## src/rtl/read_square_if.sv

```systemverilog
// Handshake and framebuffer bus bundle for read_square.
// The hit signal exists only when READ_SQUARE_HIT_EN is defined.
interface read_square_if;
   logic        start;
   logic [8:0]  x;
   logic [7:0]  y;
   logic [8:0]  mem_x;
   logic [7:0]  mem_y;
   logic        mem_read;
   logic [2:0]  mem_colour;
   logic [47:0] pixels;
   logic        busy;
   logic        done;
`ifdef READ_SQUARE_HIT_EN
   logic        hit;
`endif

   // Requester side: issues start/x/y and supplies framebuffer read data.
   modport master (
      output start, x, y, mem_colour,
      input  mem_x, mem_y, mem_read, pixels, busy, done
`ifdef READ_SQUARE_HIT_EN
      , input hit
`endif
   );

   // Reader side: the read_square engine.
   modport slave (
      input  start, x, y, mem_colour,
      output mem_x, mem_y, mem_read, pixels, busy, done
`ifdef READ_SQUARE_HIT_EN
      , output hit
`endif
   );
endinterface

```

## src/rtl/read_square.sv

```systemverilog
// Reads a 4x4 pixel square from a framebuffer (one address per cycle) and packs it into 48 bits.
// Optional feature: define READ_SQUARE_HIT_EN to add the hit flag (any non-black pixel captured).
module read_square (
   input  logic          i_clock,
   input  logic          i_resetn,
   read_square_if.slave  io_bus
);

   typedef enum logic [2:0] {
      S_IDLE  = 3'd0,
      S_LOAD  = 3'd1,
      S_READ  = 3'd2,
      S_DRAIN = 3'd3,
      S_DONE  = 3'd4
   } state_t;

   state_t      r_state;
   logic [3:0]  r_cnt;
   logic [8:0]  r_x_base;
   logic [7:0]  r_y_base;
   logic        r_pipe_vld;
   logic [3:0]  r_pipe_idx;
   logic [47:0] r_pixels;
   logic        r_busy;
   logic        r_done;
`ifdef READ_SQUARE_HIT_EN
   logic        r_hit;
`endif

   logic        w_reading;
   logic [5:0]  w_slot_lsb;

   assign w_reading  = (r_state == S_READ);
   assign w_slot_lsb = {2'b00, r_pipe_idx} * 6'd3;

   // Read data returns one cycle after the address, so capture uses the delayed index.
   always_ff @(posedge i_clock or negedge i_resetn) begin
      if (!i_resetn) begin
         r_state    <= S_IDLE;
         r_cnt      <= 4'd0;
         r_x_base   <= 9'd0;
         r_y_base   <= 8'd0;
         r_pipe_vld <= 1'b0;
         r_pipe_idx <= 4'd0;
         r_pixels   <= 48'd0;
         r_busy     <= 1'b0;
         r_done     <= 1'b0;
`ifdef READ_SQUARE_HIT_EN
         r_hit      <= 1'b0;
`endif
      end else begin
         r_done     <= 1'b0;
         r_pipe_vld <= 1'b0;

         case (r_state)
            S_IDLE: begin
               if (io_bus.start) begin
                  r_state <= S_LOAD;
                  r_busy  <= 1'b1;
               end
            end
            S_LOAD: begin
               r_x_base <= io_bus.x;
               r_y_base <= io_bus.y;
               r_cnt    <= 4'd0;
               r_state  <= S_READ;
`ifdef READ_SQUARE_HIT_EN
               r_hit    <= 1'b0;
`endif
            end
            S_READ: begin
               r_pipe_vld <= 1'b1;
               r_pipe_idx <= r_cnt;
               r_cnt      <= r_cnt + 4'd1;
               if (r_cnt == 4'd15) begin
                  r_state <= S_DRAIN;
               end
            end
            S_DRAIN: begin
               r_state <= S_DONE;
               r_done  <= 1'b1;
            end
            S_DONE: begin
               r_state <= S_IDLE;
               r_busy  <= 1'b0;
            end
            default: begin
               r_state <= S_IDLE;
               r_busy  <= 1'b0;
            end
         endcase

         if (r_pipe_vld) begin
            r_pixels[w_slot_lsb +: 3] <= io_bus.mem_colour;
`ifdef READ_SQUARE_HIT_EN
            if (io_bus.mem_colour != 3'b000) begin
               r_hit <= 1'b1;
            end
`endif
         end
      end
   end

   // Addresses wrap naturally at the 9/8-bit widths; idle cycles drive zero.
   assign io_bus.mem_x    = w_reading ? 9'(r_x_base + {7'd0, r_cnt[1:0]}) : 9'd0;
   assign io_bus.mem_y    = w_reading ? 8'(r_y_base + {6'd0, r_cnt[3:2]}) : 8'd0;
   assign io_bus.mem_read = w_reading;
   assign io_bus.pixels   = r_pixels;
   assign io_bus.busy     = r_busy;
   assign io_bus.done     = r_done;
`ifdef READ_SQUARE_HIT_EN
   assign io_bus.hit      = r_hit;
`endif

endmodule

```

## src/flat_wrapper.sv

```systemverilog
// flat-port wrapper written by rule: the top's interface ports become plain ports
module read_square_flat 
  (i_clock, i_resetn, io_bus_start, io_bus_x, io_bus_y, io_bus_mem_colour, io_bus_mem_x, io_bus_mem_y, io_bus_mem_read, io_bus_pixels, io_bus_busy, io_bus_done);
  read_square_if io_bus_i ();
  input  logic i_clock;
  input  logic i_resetn;
  input wire logic [$bits(io_bus_i.start)-1:0] io_bus_start;
  input wire logic [$bits(io_bus_i.x)-1:0] io_bus_x;
  input wire logic [$bits(io_bus_i.y)-1:0] io_bus_y;
  input wire logic [$bits(io_bus_i.mem_colour)-1:0] io_bus_mem_colour;
  output wire logic [$bits(io_bus_i.mem_x)-1:0] io_bus_mem_x;
  output wire logic [$bits(io_bus_i.mem_y)-1:0] io_bus_mem_y;
  output wire logic [$bits(io_bus_i.mem_read)-1:0] io_bus_mem_read;
  output wire logic [$bits(io_bus_i.pixels)-1:0] io_bus_pixels;
  output wire logic [$bits(io_bus_i.busy)-1:0] io_bus_busy;
  output wire logic [$bits(io_bus_i.done)-1:0] io_bus_done;
  assign io_bus_i.start = io_bus_start;
  assign io_bus_i.x = io_bus_x;
  assign io_bus_i.y = io_bus_y;
  assign io_bus_i.mem_colour = io_bus_mem_colour;
  assign io_bus_mem_x = io_bus_i.mem_x;
  assign io_bus_mem_y = io_bus_i.mem_y;
  assign io_bus_mem_read = io_bus_i.mem_read;
  assign io_bus_pixels = io_bus_i.pixels;
  assign io_bus_busy = io_bus_i.busy;
  assign io_bus_done = io_bus_i.done;
  read_square u_core (.i_clock(i_clock), .i_resetn(i_resetn), .io_bus(io_bus_i));
endmodule
```

## config.mk

```make
export PLATFORM = sky130hd
export DESIGN_NAME = read_square_flat
export DESIGN_NICKNAME = d
export VERILOG_FILES = /design/src/rtl/read_square_if.sv /design/src/rtl/read_square.sv /design/src/flat_wrapper.sv
export SDC_FILE = /design/constraint.sdc
export NUM_CORES = 1
export LEC_CHECK = 0
export ABC_AREA = 1
export CORE_MARGIN = 2
export CORE_UTILIZATION = 50
export DETAILED_ROUTE_END_ITERATION = 12
export PLACE_DENSITY = 0.8
export SLEW_MARGIN = 10
export SYNTH_ARGS = -nofsm -noshare
export SYNTH_HDL_FRONTEND = slang
export SYNTH_SLANG_ARGS = --single-unit
```

## constraint.sdc

```tcl
create_clock -name i_clock -period 2.21 [get_ports i_clock]
set_clock_uncertainty 0.1 [all_clocks]
set_input_delay 0.442 -clock i_clock [delete_from_list [all_inputs] [get_ports i_clock]]
set_output_delay 0.442 -clock i_clock [all_outputs]
set_load 0.1 [all_outputs]
```

==> results.md, run 1 <==
* Outcome: complete, but fails checks
* Failing checks: negative setup slack
* EDFF count, synth at 0
* Initial core utilization at about 52%
* Vias in the first global route at roughly 3,400
* Ys flop type: dfrtp_1
* Area of the die at 0.00840 mm²
* All-Layer GR Usage at between 20% and 30%
* CP Launch Type: register
* Crit end category: primary output
* Synth top area share at about half
* RSZ-0062 raised after global routing: true
* Number of remaining DRC errors at 0
* Buffers on Ports at 90
* Synth async-reset ratio at 100%
* H-tree depth reported by CTS at 3
* Critical Path Sink: io_bus_mem_x[4]
* Core area at ~0.0073 mm²
* Critical path type: reg -> out
* Remaining global-route overflow at 0
* Slew Limit Fails at 0
* Critical Path Fanout Max at 4
* # rows at 31
* Placed Area at 0.00510 mm²
* Drt pass-1 iters at 4
* Slew @ Worst Pin at about 0.52 ns
* Register area share after synthesis at roughly half
* Post-route cell area at 0.00558 mm²
* Top-Level Pins at 91
* Crit path from: u_core.r_x_base[0]
* Largest net degree at the start of global routing at 49
* Die Width at 91.7 µm
* Layout area overhead at 45.3%
* CTS Buf Count at 9
* Proportion of layout cells with a drive suffix above 1 at roughly a third
* CTS tree: yes
* FF+latch count, synth at between 70 and 80
* Hold Crit Class: reg -> reg
* Commonest cells in the netlist: 131 x nand2_1, 79 x dfrtp_1, 56 x nand3_1, 37 x nor2_1, 30 x inv_1
* Ant diodes at 0
* DIE HEIGHT at between 90 and 100 µm
* Final net count at roughly 600
* Critical R2R Launch: u_core.r_pipe_idx[0]
* Ys Warns at 0
* Min-delay src: u_core.io_bus.pixels[13]
* Clock slew at reported path FFs at ~0.080 ns
* Later-pin clock latency in the skew report at around 0.35 ns
* Final worst slack at -0.350 ns
* Cell count after synthesis at between 400 and 500
* CP arrival at 2.02 ns
* Max Cap Viol at 0
* Total Wirelength at ~9600 µm
* DR vias at between 3,000 and 4,000
* Antenna violations before repair at 0
* Post-Synth Simple-Gate Area at 28.6%
* Avg Inst Size Synth at around 8.6 µm²
* Largest family of logic cells by synthesized area: simple AND/OR/NAND/NOR gates
* Worst r2r path cells at 8
* Dpl hpwl at ~6600 µm
* Synth Area in Compound Gates at under 10%
* Ranking of synthesized cells by area: dfrtp_1 51%, nand2_1 13%, nand3_1 7.3%
* Count leader, synth: nand2_1
* First-pass GRT wire length at roughly 16,000 µm
* Cell taking the most area after synthesis: dfrtp_1
* Setup-failing EPs final at 15
* Post-layout minimum cycle time at 2.56 ns
* Fillers at 492
* CTS root buf: clkbuf_8
* Clock buffer depth at 2
* Endpoints failing hold at 0
* Post-synthesis adder-cell area fraction at between 3 and 4%
* Routed wire per std cell at around 14 µm
* Via density at roughly 5.2
* R2r endpoint: u_core.io_bus.pixels[43]
* Synth Area in XOR/XNOR at less than 1%
* Count of cell types in the netlist at 24
* Mux cell area share after synthesis at 3.52%
* Clock tree sinks at 79
* Gpl congestion at between 0.8 and 0.9
* Netlist Area Pre-Place at 0.00384 mm²
* Post-Syn Nets at 483
* Worst path required time at around 1.7 ns
* Max Freq at around 400 MHz
* R2R Setup Slk at around 0.25 ns
* Final period utilization at 116%
* Worst relative slew slack at 65.5%
* Detailed router's first-iteration violation count at 150
* Post-detailed-route count of antenna-violating nets at 0
[through the flow]
stage	TNS, ns	utilization, %	hold slack (ns)	std cells	setup WS, ns
floorplan	-0.974	-	0.0464	449	-0.290
global placement	0	69.6	0.300	635	0.0715
detailed placement	0	69.6	0.302	635	0.0209
CTS	-2.94	73.8	0.381	658	-0.311
global route	-3.94	76.1	0.404	663	-0.423
finish	-2.79	76.1	0.380	663	-0.350
[worst max-delay path: stages (launching register included)]
cell and delay, ns:
dfrtp_1 0.42, ha_4 0.19, fa_2 0.38, nand3_4 0.14, buf_4 0.16, o21ai_4 0.06
a21oi_4 0.14, buf_12 0.19
[placed cells by master (no fill, tap or decap), types with 5 or more instances in the layout]
| cell type | count |
|---|---|
| nor3_1 | 6 |
| inv_1 | 26 |
| ha_1 | 5 |
| a21oi_1 | 8 |
| o21ai_2 | 5 |
| nor2_1 | 25 |
| nand2_1 | 121 |
| mux2_2 | 12 |
| nor2_4 | 14 |
| inv_2 | 7 |
| clkdlybuf4s50_1 | 21 |
| o21ai_0 | 18 |
| dfrtp_1 | 75 |
| nand3_1 | 52 |
| clkbuf_8 | 9 |
| buf_4 | 66 |
| a21oi_2 | 6 |
| nand2_2 | 13 |
| buf_12 | 19 |
| a21oi_4 | 5 |
| nand4_1 | 5 |
[sequential cells by signal, indices dropped and copies added (netlist names)]
signal                flops
u_core.io_bus.pixels     48
u_core.r_x_base           9
u_core.r_y_base           8
u_core.r_cnt              4
u_core.r_pipe_idx         4
u_core.r_state            3
u_core.io_bus.busy        1
u_core.io_bus.done        1
u_core.r_pipe_vld         1
[cells by family after synthesis]
group                    Yosys count
multiplexers                      12
AND/OR/NAND/NOR                  251
flip-flops                        79
AO/OA/AOI/OAI                     48
XOR/XNOR                           1
adder cells (fa/ha/maj)           11
buffers and inverters             47
[routing by layer]
| metal | track usage [%] | wire length [µm] | vias up |
|---|---|---|---|
| li1 | - | - | 1696 |
| met1 | 28.4 | 3910 | 1669 |
| met2 | 38.9 | 4930 | 88 |
| met3 | 7.40 | 628 | 10 |
| met4 | 8.96 | 101 | 0 |
| met5 | 0 | 0 | - |
[how the worst min path moves through the flow]
stage / cells after the start / slack [ns] / to
2_1_floorplan: 0 / 0.05 / u_core.io_bus.busy
4_1_cts: 2 / 0.38 / u_core.io_bus.pixels[13]
3_5_place_dp: 1 / 0.30 / u_core.io_bus.pixels[36]
5_1_grt: 2 / 0.40 / u_core.io_bus.pixels[12]
3_3_place_gp: 1 / 0.30 / u_core.io_bus.pixels[36]
6_report: 2 / 0.38 / u_core.io_bus.pixels[13]
[area by class of cell]
cell class,count,area [µm²],area share [%]
Inverter,35,141,2.53
Multi-Input combinational cell,323,2010,36.1
Clock buffer,9,124,2.22
Sequential cell,79,1980,35.5
Timing Repair Buffer,111,1140,20.4
Tap cell,99,124,2.22
Clock inverter,7,56.3,1.01
[repair_timing]
action,in CTS,in global routing
hold buffers,1,0
pin swaps,9,15
gates resized for setup,27,33
endpoints found under the hold margin,31,0
setup endpoints to repair,15,17
setup buffers,6,5
Power of run 1 is not shown: default switching activity piles up to over one toggle a cycle in this logic, so the estimate is an artifact.
==> run 2, diff against run 1 <==
- SETUP_SLACK_MARGIN: unset -> 0.2
==> run 2 against run 1 <==
  * Flip-flop and latch count did not move
  * The flow still finishes with violations (negative setup slack)
  * Highest routed layer unchanged
  * Global-route usage rose by 0.41 points
  * Final cell count rose by 0.45%
  * Utilization rose by 0.96 points
  * Via count rose by 0.92%
  * Die area did not move
  * Setup slack improved by 0.070 ns
  * Register-to-register slack improved by 0.10 ns
==> results.md, run 2 (synthesized netlist as in run 1, its figures left out) <==
* Outcome: complete, but fails checks
* Failing checks: negative setup slack
* Remaining global-route overflow at 0
* Clock tree sinks at 79
* Dpl hpwl at approximately 6500 µm
* Max FFs per register at 48
* Hold-critical path depth at 2
* Finished Layout Cells at ~670
* CP top delay family: adder cells
* All-Layer GR Usage at a little under a quarter
* Buffers on Ports at 90
* WP buf/inv at 2
* Hold Crit Class: reg -> reg
* Core area at around 0.0073 mm²
* CP peak stage delay at between 0.4 and 0.5 ns
* Worst path required time at 1.67 ns
* Post-detailed-route count of antenna-violating nets at 0
* RSZ-0062 raised after global routing: true
* CTS Buf Count at 9
* Critical path type: reg -> out
* Ant diodes at 0
* Clock slew at reported path FFs at about 0.08 ns
* Drt pass-1 iters at 4
* CTS tree: yes
* Min-delay src: u_core.io_bus.pixels[9]
* Number of remaining DRC errors at 0
* Placed cell count at roughly 640
* Largest net degree at the start of global routing at between 40 and 50
* Die Width at approximately 92 µm
* Critical R2R Launch: u_core.r_pipe_idx[0]
* Worst relative slew slack at 65.3%
* Most frequent cells in the layout: 124 x nand2_1, 76 x dfrtp_1, 71 x buf_4
* Routed wire per std cell at between 10 and 15 µm
* Endpoints failing hold at 0
* Max Cap Viol at 0
* Worst path cell trace: ha_4 > fa_2 > nand3_4 > buf_4 > o21ai_4 > a21oi_4 > buf_12
* CP Launch Type: register
* CP Depth at 7
* Critical Path Fanout Max at 3
* Top-Level Pins at around 90
* H-tree depth reported by CTS at 3
* Setup-failing EPs final at 15
* Worst r2r path cells at 8
* Area of the die at ~0.0084 mm²
* Antenna violations before repair at 0
* CP arrival at 1.95 ns
* Final net count at around 600
* Final worst slack at -0.280 ns
* Crit path from: u_core.r_cnt[0]
* DIE HEIGHT at about 92 µm
* Via density at 5.25
* CTS root buf: clkbuf_8
* Final period utilization at 113%
* Later-pin clock latency in the skew report at 0.35 ns
* Gpl congestion at roughly 0.83
* Layout area overhead at 47.1%
* Total Wirelength at approximately 9500 µm
* Initial core utilization at around 52%
* Post-layout minimum cycle time at between 2 and 2.5 ns
* Most common cell after layout, fill and taps aside: nand2_1
* First-pass GRT wire length at 16,100 µm
* Crit end category: primary output
* Proportion of layout cells with a drive suffix above 1 at approximately 36%
* Detailed router's first-iteration violation count at 170
* Vias in the first global route at between 3,000 and 4,000
* Slew Limit Fails at 0
* Max Freq at roughly 400 MHz
* Slew @ Worst Pin at roughly 0.52 ns
* DR vias at approximately 3,500
* # rows at 31
* Clock buffer depth at 2
* Slowest cell on crit path: dfrtp_1
-- run 2: cell types whose count changed in the layout (fill, tap and decap cells not counted), sizes merged --
cell	previous run	this run
buf	89	93
inv	37	35
clkinvlp	4	1
clkinv	1	3
bufinv	0	2
-- run 2: metal layers --
metal,share of wire (%),routed length (µm),vias up,global-route usage (%)
met4,2.2,206,0,10.2
met2,51,4860,125,39.2
li1,-,-,1696,-
met5,0,0,-,0
met1,41,3890,1652,29.3
met3,6.0,575,22,6.66
-- run 2: timing repair --
action | CTS | global route
setup buffers | 7 | 8
pin swaps | 14 | 10
setup endpoints to repair | 17 | 53
gates cloned | 0 | 0
hold buffers | 1 | 0
endpoints found under the hold margin | 31 | 0
resized for setup | 18 | 24
-- run 2: worst register-to-register path, cell delays in order (launching register included) --
cell,delay (ns)
dfrtp_2,0.46
inv_4,0.09
ha_2,0.39
inv_1,0.06
nor2_2,0.18
nand3_2,0.16
nor2_1,0.18
nand3_1,0.11
nand2_1,0.08
-- run 2: layout make-up --
cell class	instances	area, µm²
repair buffers	115	1170
flip-flops and latches	79	1980
inverters	35	139
fillers	491	1680
clock buffers	9	124
clock inverters	6	86.3
multi-input cells	323	2030
well taps	99	124
-- run 2: metrics by stage --
| step | hold WS, ns | utilization (%) | cell area [µm²] | TNS [ns] | worst slack (ns) |
|---|---|---|---|---|---|
| finish | 0.380 | 77.1 | 5650 | -2.83 | -0.280 |
| CTS | 0.383 | 75.1 | 5510 | -3.06 | -0.313 |
| global route | 0.403 | 77.1 | 5650 | -4.04 | -0.351 |
| global placement | 0.299 | 70.1 | 5140 | 0 | 0.0389 |
| detailed placement | 0.306 | 70.1 | 5140 | 0 | 0.0197 |
| floorplan | 0.0464 | - | 4090 | -0.954 | -0.290 |
-- run 2: path summary, 6_finish.rpt --
path / slack (ns) / endpoint
worst min register to register: 0.38 / u_core.io_bus.pixels[9]
min in group asynchronous: 0.46 / u_core.io_bus.pixels[36]
worst max-delay path: -0.28 / io_bus_mem_x[4]
worst max register to register: 0.35 / u_core.io_bus.pixels[20]
worst min-delay path: 0.38 / u_core.io_bus.pixels[9]
max in group asynchronous: 0.94 / u_core.r_x_base[1]
Power of run 2 is left out for the same reason.
==> run 3, diff against run 2 <==
--- a/constraint.sdc
+++ b/constraint.sdc
@@ -4,2 +4,2 @@
 set_output_delay 0.442 -clock i_clock [all_outputs]
-set_load 0.1 [all_outputs]
+set_load 0.005 [all_outputs]
==> run 3 against run 2 <==
  * The flow still finishes with violations (negative setup slack)
  * Non-clock buffer count up 10
  * Final cell count up 1.8%
  * Setup slack better by 0.065 ns
==> results.md, run 3 (synthesized netlist as in run 1, its figures left out) <==
* Die Width at between 90 and 100 µm
* Outcome: complete, but fails checks
* CTS Buf Count at 9
* P_leak at around 2.5 nW
* Most frequent cells in the layout: 125 x nand2_1, 77 x dfrtp_1, 71 x clkdlybuf4s50_1
* All-Layer GR Usage at 24.1%
* Number of remaining DRC errors at 0
* Fillers at about 520
* Pre-CTS setup slack at -0.279 ns
* Final worst slack at -0.215 ns
* Proportion of layout cells with a drive suffix above 1 at a little under a quarter
* Initial core utilization at between 50% and 60%
* Remaining global-route overflow at 0
* Core area at around 0.0073 mm²
* Worst path required time at ~1.7 ns
* CP top delay family: adder cells
* Failing checks: negative setup slack
* Endpoints failing hold at 0
* Drt pass-1 iters at 4
* Worst relative slew slack at roughly 65%
* Most common cell after layout, fill and taps aside: nand2_1
* DIE HEIGHT at a little over 90 µm
* Antenna violations before repair at 0
* First-pass GRT wire length at roughly 16,000 µm
* Clock buffer depth at 2
* Hold Crit Class: reg -> reg
* # rows at 31
* H-tree depth reported by CTS at 3
* Total Wirelength at around 10000 µm
* Final net count at between 600 and 700
* Detailed router's first-iteration violation count at between 200 and 250
* Routed wire per std cell at roughly 15 µm
* Post-layout minimum cycle time at approximately 2.4 ns
* Slew Limit Fails at 0
* Buffers on Ports at 90
* Gpl congestion at ~0.92
* Area of the die at 0.00840 mm²
* PD cells at between 1000 and 1500 mW/mm²
* Vias in the first global route at about 3,500
* Clock slew at reported path FFs at 0.09 ns
* Final period utilization at 110%
* Dpl hpwl at 6600 µm
* RSZ-0062 raised after global routing: true
* Clock tree sinks at 79
* CTS root buf: clkbuf_8
* Total power at approximately 7.5 mW
* M3 GR Usage at approximately 4.9%
* CP arrival at about 1.9 ns
* R2R Setup Slk at between 0.3 and 0.4 ns
* M1 GR Usage at 29.1%
* Critical Path Fanout Max at 2
* Slew @ Worst Pin at 0.530 ns
* Maximum VDD drop at between 0.0007 and 0.0008 V
* Setup-failing EPs final at 12
* Worst path cell trace: ha_2 > fa_2 > nand2_4 > nor2_4 > nand2_2 > o21ai_1 > a21oi_1 > buf_2
* CTS tree: yes
* Final core occ at 72.6%
* Critical path type: reg -> out
* Max FFs per register at between 40 and 50
* CP peak stage delay at about 0.40 ns
* WP buf/inv at 1
* Worst hold slack at about 0.38 ns
* Post-detailed-route count of antenna-violating nets at 0
* Top-Level Pins at slightly above 90
* Via density at 5.28
* Max Freq at between 400 and 500 MHz
* Largest net degree at the start of global routing at 45
* Layout area overhead at 38.5%
* Slowest cell on crit path: dfrtp_1
* Later-pin clock latency in the skew report at ~0.35 ns
* Ant diodes at 0
* Crit end category: primary output
* Met2 Use GR at 41.9%
* Gr busiest metal: met2
* DR vias at 3,583
* CP Launch Type: register
* Max Cap Viol at 0
[run 3: cell count changes in the layout (fill, tap and decap cells not counted), sizes merged]
cell	before	now
buf	93	51
bufinv	2	0
clkinvlp	1	4
clkbuf	9	11
clkdlybuf4s50	21	71
dlygate4sd2	0	1
[run 3: layout make-up]
cell class | count | area (µm²) | area share (%)
Timing Repair Buffer | 125 | 1110 | 20.9
Sequential cell | 79 | 1980 | 37.2
Multi-Input combinational cell | 323 | 1800 | 33.8
Timing Repair inverter | 1 | 7.51 | 0.141
Clock inverter | 6 | 37.5 | 0.705
Tap cell | 99 | 124 | 2.33
Clock buffer | 10 | 128 | 2.40
Inverter | 35 | 134 | 2.52
[run 3: worst min-delay path, stage by stage, from the launching register on]
cell,delay [ns]
dfrtp_1,0.35
nand2_1,0.05
nand2_1,0.05
[run 3: per-stage QoR]
stage,area (µm²),cells,setup TNS (ns)
floorplan,3840,449,0
global placement,4920,644,-1.17
detailed placement,4920,644,-1.68
CTS,5170,672,-1.02
global route,5320,678,-2.56
finish,5320,678,-1.49
[run 3: routing by layer]
layer / wire, µm / part of all wire, %
met4: 239 / 2.4
met2: 4940 / 50
met5: 0 / 0
met3: 566 / 5.7
met1: 4170 / 42
[run 3: report_power, final]
| part | internal, mW | switching, mW |
|---|---|---|
| clock network | 0.402 | 0.530 |
| registers | 2.10 | 0.560 |
| logic | 1.89 | 2.06 |
[run 3: timing repair]
action / CTS / global route
endpoints found under the setup margin: 18 / 46
buffers inserted: 10 / 6
hold buffers: 1 / 0
resized for setup: 95 / 30
gates cloned: 1 / 0
endpoints found under the hold margin: 35 / 0
pin swaps: 18 / 8
[run 3: worst paths after layout]
check	start	to	depth (start not counted)
worst max register to register	u_core.r_pipe_idx[0]	u_core.io_bus.pixels[21]	7
min in group asynchronous	i_resetn	u_core.r_state[0]	2
max in group asynchronous	i_resetn	u_core.io_bus.pixels[22]	3
worst min-delay path	u_core.io_bus.pixels[10]	u_core.io_bus.pixels[10]	2
worst min register to register	u_core.io_bus.pixels[10]	u_core.io_bus.pixels[10]	2
worst max-delay path	u_core.r_cnt[2]	io_bus_mem_y[6]	8
Note: power is estimated with default switching activity, not from simulation.
==> edit: new RTL, flow settings as in run 2 <==
Encoding of `state_t`: now one-hot (5 bits for 5 states).
--- a/src/rtl/read_square.sv
+++ b/src/rtl/read_square.sv
@@ -7,10 +7,10 @@
 );
 
-   typedef enum logic [2:0] {
-      S_IDLE  = 3'd0,
-      S_LOAD  = 3'd1,
-      S_READ  = 3'd2,
-      S_DRAIN = 3'd3,
-      S_DONE  = 3'd4
+   typedef enum logic [4:0] {
+      S_IDLE  = 5'b00001,
+      S_LOAD  = 5'b00010,
+      S_READ  = 5'b00100,
+      S_DRAIN = 5'b01000,
+      S_DONE  = 5'b10000
    } state_t;
 
Check against the original RTL: same outputs for any inputs over 10 cycles, from zero or initial values and one cycle with i_resetn low; not proved beyond that.
==> edit against run 2 <==
  * The flow still finishes with violations (negative setup slack)
  * Via count increased by 8.1%
  * Utilization decreased by 0.26 points
  * Sequential cell count increased by 2
  * Cell area increased by 4.5%
  * Largest cell class unchanged
  * Setup slack got worse by 0.026 ns
  * Routed wire length increased by 12%
  * Non-clock buffer count increased by 15
  * Global-route usage increased by 0.63 points
  * Worst hold slack got worse by 0.0045 ns
  * Synthesized area increased by 2.3%
  * Die area increased by 2.2%
  * Critical endpoint is now io_bus_mem_y[6]
==> edit: results (changes against run 2) <==
stage;metric;value;unit;change
pwr;p_int;3.53;mW;
grt;grt_max_degree;51;;+4.1%
synth;yosysUniqueCellTypes;27;;+13%
critical_path;startpoint;u_core.r_cnt[2];;
synth;synth_mux_area_share;0;%;-3.5 points
routing;firstDrtPassIters;6;;+2
cts;htreeDepth;3;;unchanged
sta;fin_tns_setup;-2.94;ns;-0.109 ns
grt;grt_pass1_vias;3742;;+5.5%
routing;viasPerCell;5.22;;-0.59%
synth;avgSynthCellArea;8.03;sq um;-6.2%
grt;grt_pass1_wl;16800;um;+4.1%
synth;syn-num-nets;524;;+8.5%
routing;wirelength;10700;um;+12%
synth;synth_warnings;0;;unchanged
hold_path;hold_depth;2;;unchanged
synth;ys.flop_type;dfrtp_1;;
synth;yosysSeqAreaShare;51.6;%;+0.13 points
cells_and_area;drive_above_1_share;33.8;%;-1.9 points
critical_path;rr_endpoint;u_core.io_bus.pixels[47];;
synth;synth_common_cells;nand2_1 (144), dfrtp_1 (80), nand3_1 (67);;
critical_path;critPathMaxFanout;2;;-1
place;place_congestion;0.881;;+5.6%
cells_and_area;final_nets;652;;+9.2%
synth;synth_area_leaders;dfrtp_1 (51%), nand2_1 (14%), nand3_1 (8.5%);;
synth;synth_compound_area_share;7.51;%;+1.1 points
place;dp_hpwl;7000;um;+7.0%
place;dp_slack;0.0108;ns;-0.00890 ns
outcome;violations;negative setup slack;;
sta;tightestPinTransition;0.447;ns;-0.0707 ns
outcome;status;finished, violations left;;
sta;fin_ws;-0.307;ns;-0.0264 ns
routing;drtIter0Drc;180;;+5.9%
grt;grt_util_all_layers;24.4;%;+0.63 points
cells_and_area;fillerInstances;503;;+2.4%
critical_path;r2r-start;u_core.r_pipe_idx[2];;
place;placed_cells;682;;+7.4%
cells_and_area;fin_cells;724;;+8.7%
sta;finalSetupViolCount;15;;unchanged
critical_path;arrival;1.97;ns;+0.02 ns
synth;synthAdderAreaFrac;3.88;%;-0.091 points
critical_path;endpoint;io_bus_mem_y[6];;
synth;synthXorXnorAreaFrac;1.05;%;+0.82 points
==> edit: cell count changes after synthesis, sizes merged, moves of 4 or more <==
cell	before	now
o21ai	26	39
clkbuf	0	5
inv	35	52
nor2	42	46
nor3	9	5
mux2	12	0
nand3	56	67
nand2	138	146
==> edit: layout make-up <==
type,instances,area [sq um],area share [%]
Tap cell,102,128,2.16
Clock buffer,9,124,2.10
Multi-Input combinational cell,342,2040,34.6
Inverter,53,214,3.62
Sequential cell,81,2030,34.4
Timing Repair Buffer,130,1310,22.2
Timing Repair inverter,1,16.3,0.275
Clock inverter,6,36.3,0.614
==> edit: worst min path at each step <==
stage / from / to / slack [ns]
2_1_floorplan: i_resetn / u_core.io_bus.busy / 0.05
3_3_place_gp: i_resetn / u_core.io_bus.pixels[29] / 0.31
3_5_place_dp: i_resetn / u_core.io_bus.pixels[29] / 0.31
4_1_cts: u_core.io_bus.pixels[13] / u_core.io_bus.pixels[13] / 0.38
5_1_grt: u_core.io_bus.pixels[13] / u_core.io_bus.pixels[13] / 0.39
6_report: u_core.io_bus.pixels[13] / u_core.io_bus.pixels[13] / 0.38
==> edit: metrics by stage <==
step	cell area (sq um)	power, mW
after global routing	5910	8.20
after floorplan	4190	5.44
after CTS	5700	7.58
after detailed placement	5300	6.48
final	5910	7.81
after global placement	5300	6.38
==> edit: kinds of logic (layout without fill, tap and decap cells) <==
family,count (synthesis),in the layout
buffers and inverters,67,199
and+or+nand+nor,270,270
xor gates and xnor gates,3,3
adders and majority gates,11,11
DFF,81,81
AOI/OAI and AO/OA,58,58
==> edit: power by group through the flow <==
stage               logic (mW)  clock network [mW]  registers [mW]
detailed placement        4.17                   0            2.31
CTS                       4.33               0.937            2.31
global placement          4.09                   0            2.29
global route              4.80                1.01            2.40
floorplan                 1.65                   0            3.78
finish                    4.54               0.934            2.34
==> edit: timing repair <==
action | in CTS | in global routing
buffers inserted | 15 | 10
gates resized for setup | 25 | 33
pin swaps | 23 | 11
cloned | 0 | 1
hold buffers | 1 | 0
endpoints found under the hold margin | 31 | 0
endpoints found under the setup margin | 24 | 62
==> edit: metal layers <==
metal | track usage, % | wire length [um]
met1 | 30.8 | 4350
met2 | 42.0 | 5440
met3 | 4.96 | 630
met4 | 8.46 | 226
met5 | 0 | 0
==> edit: worst max-delay path: stages, from the launching register on <==
cell,delay [ns]
dfrtp_1,0.40
ha_2,0.21
fa_2,0.40
nand2_4,0.09
nor2_4,0.04
nand2_2,0.08
o21ai_2,0.07
a21oi_4,0.15
buf_12,0.19
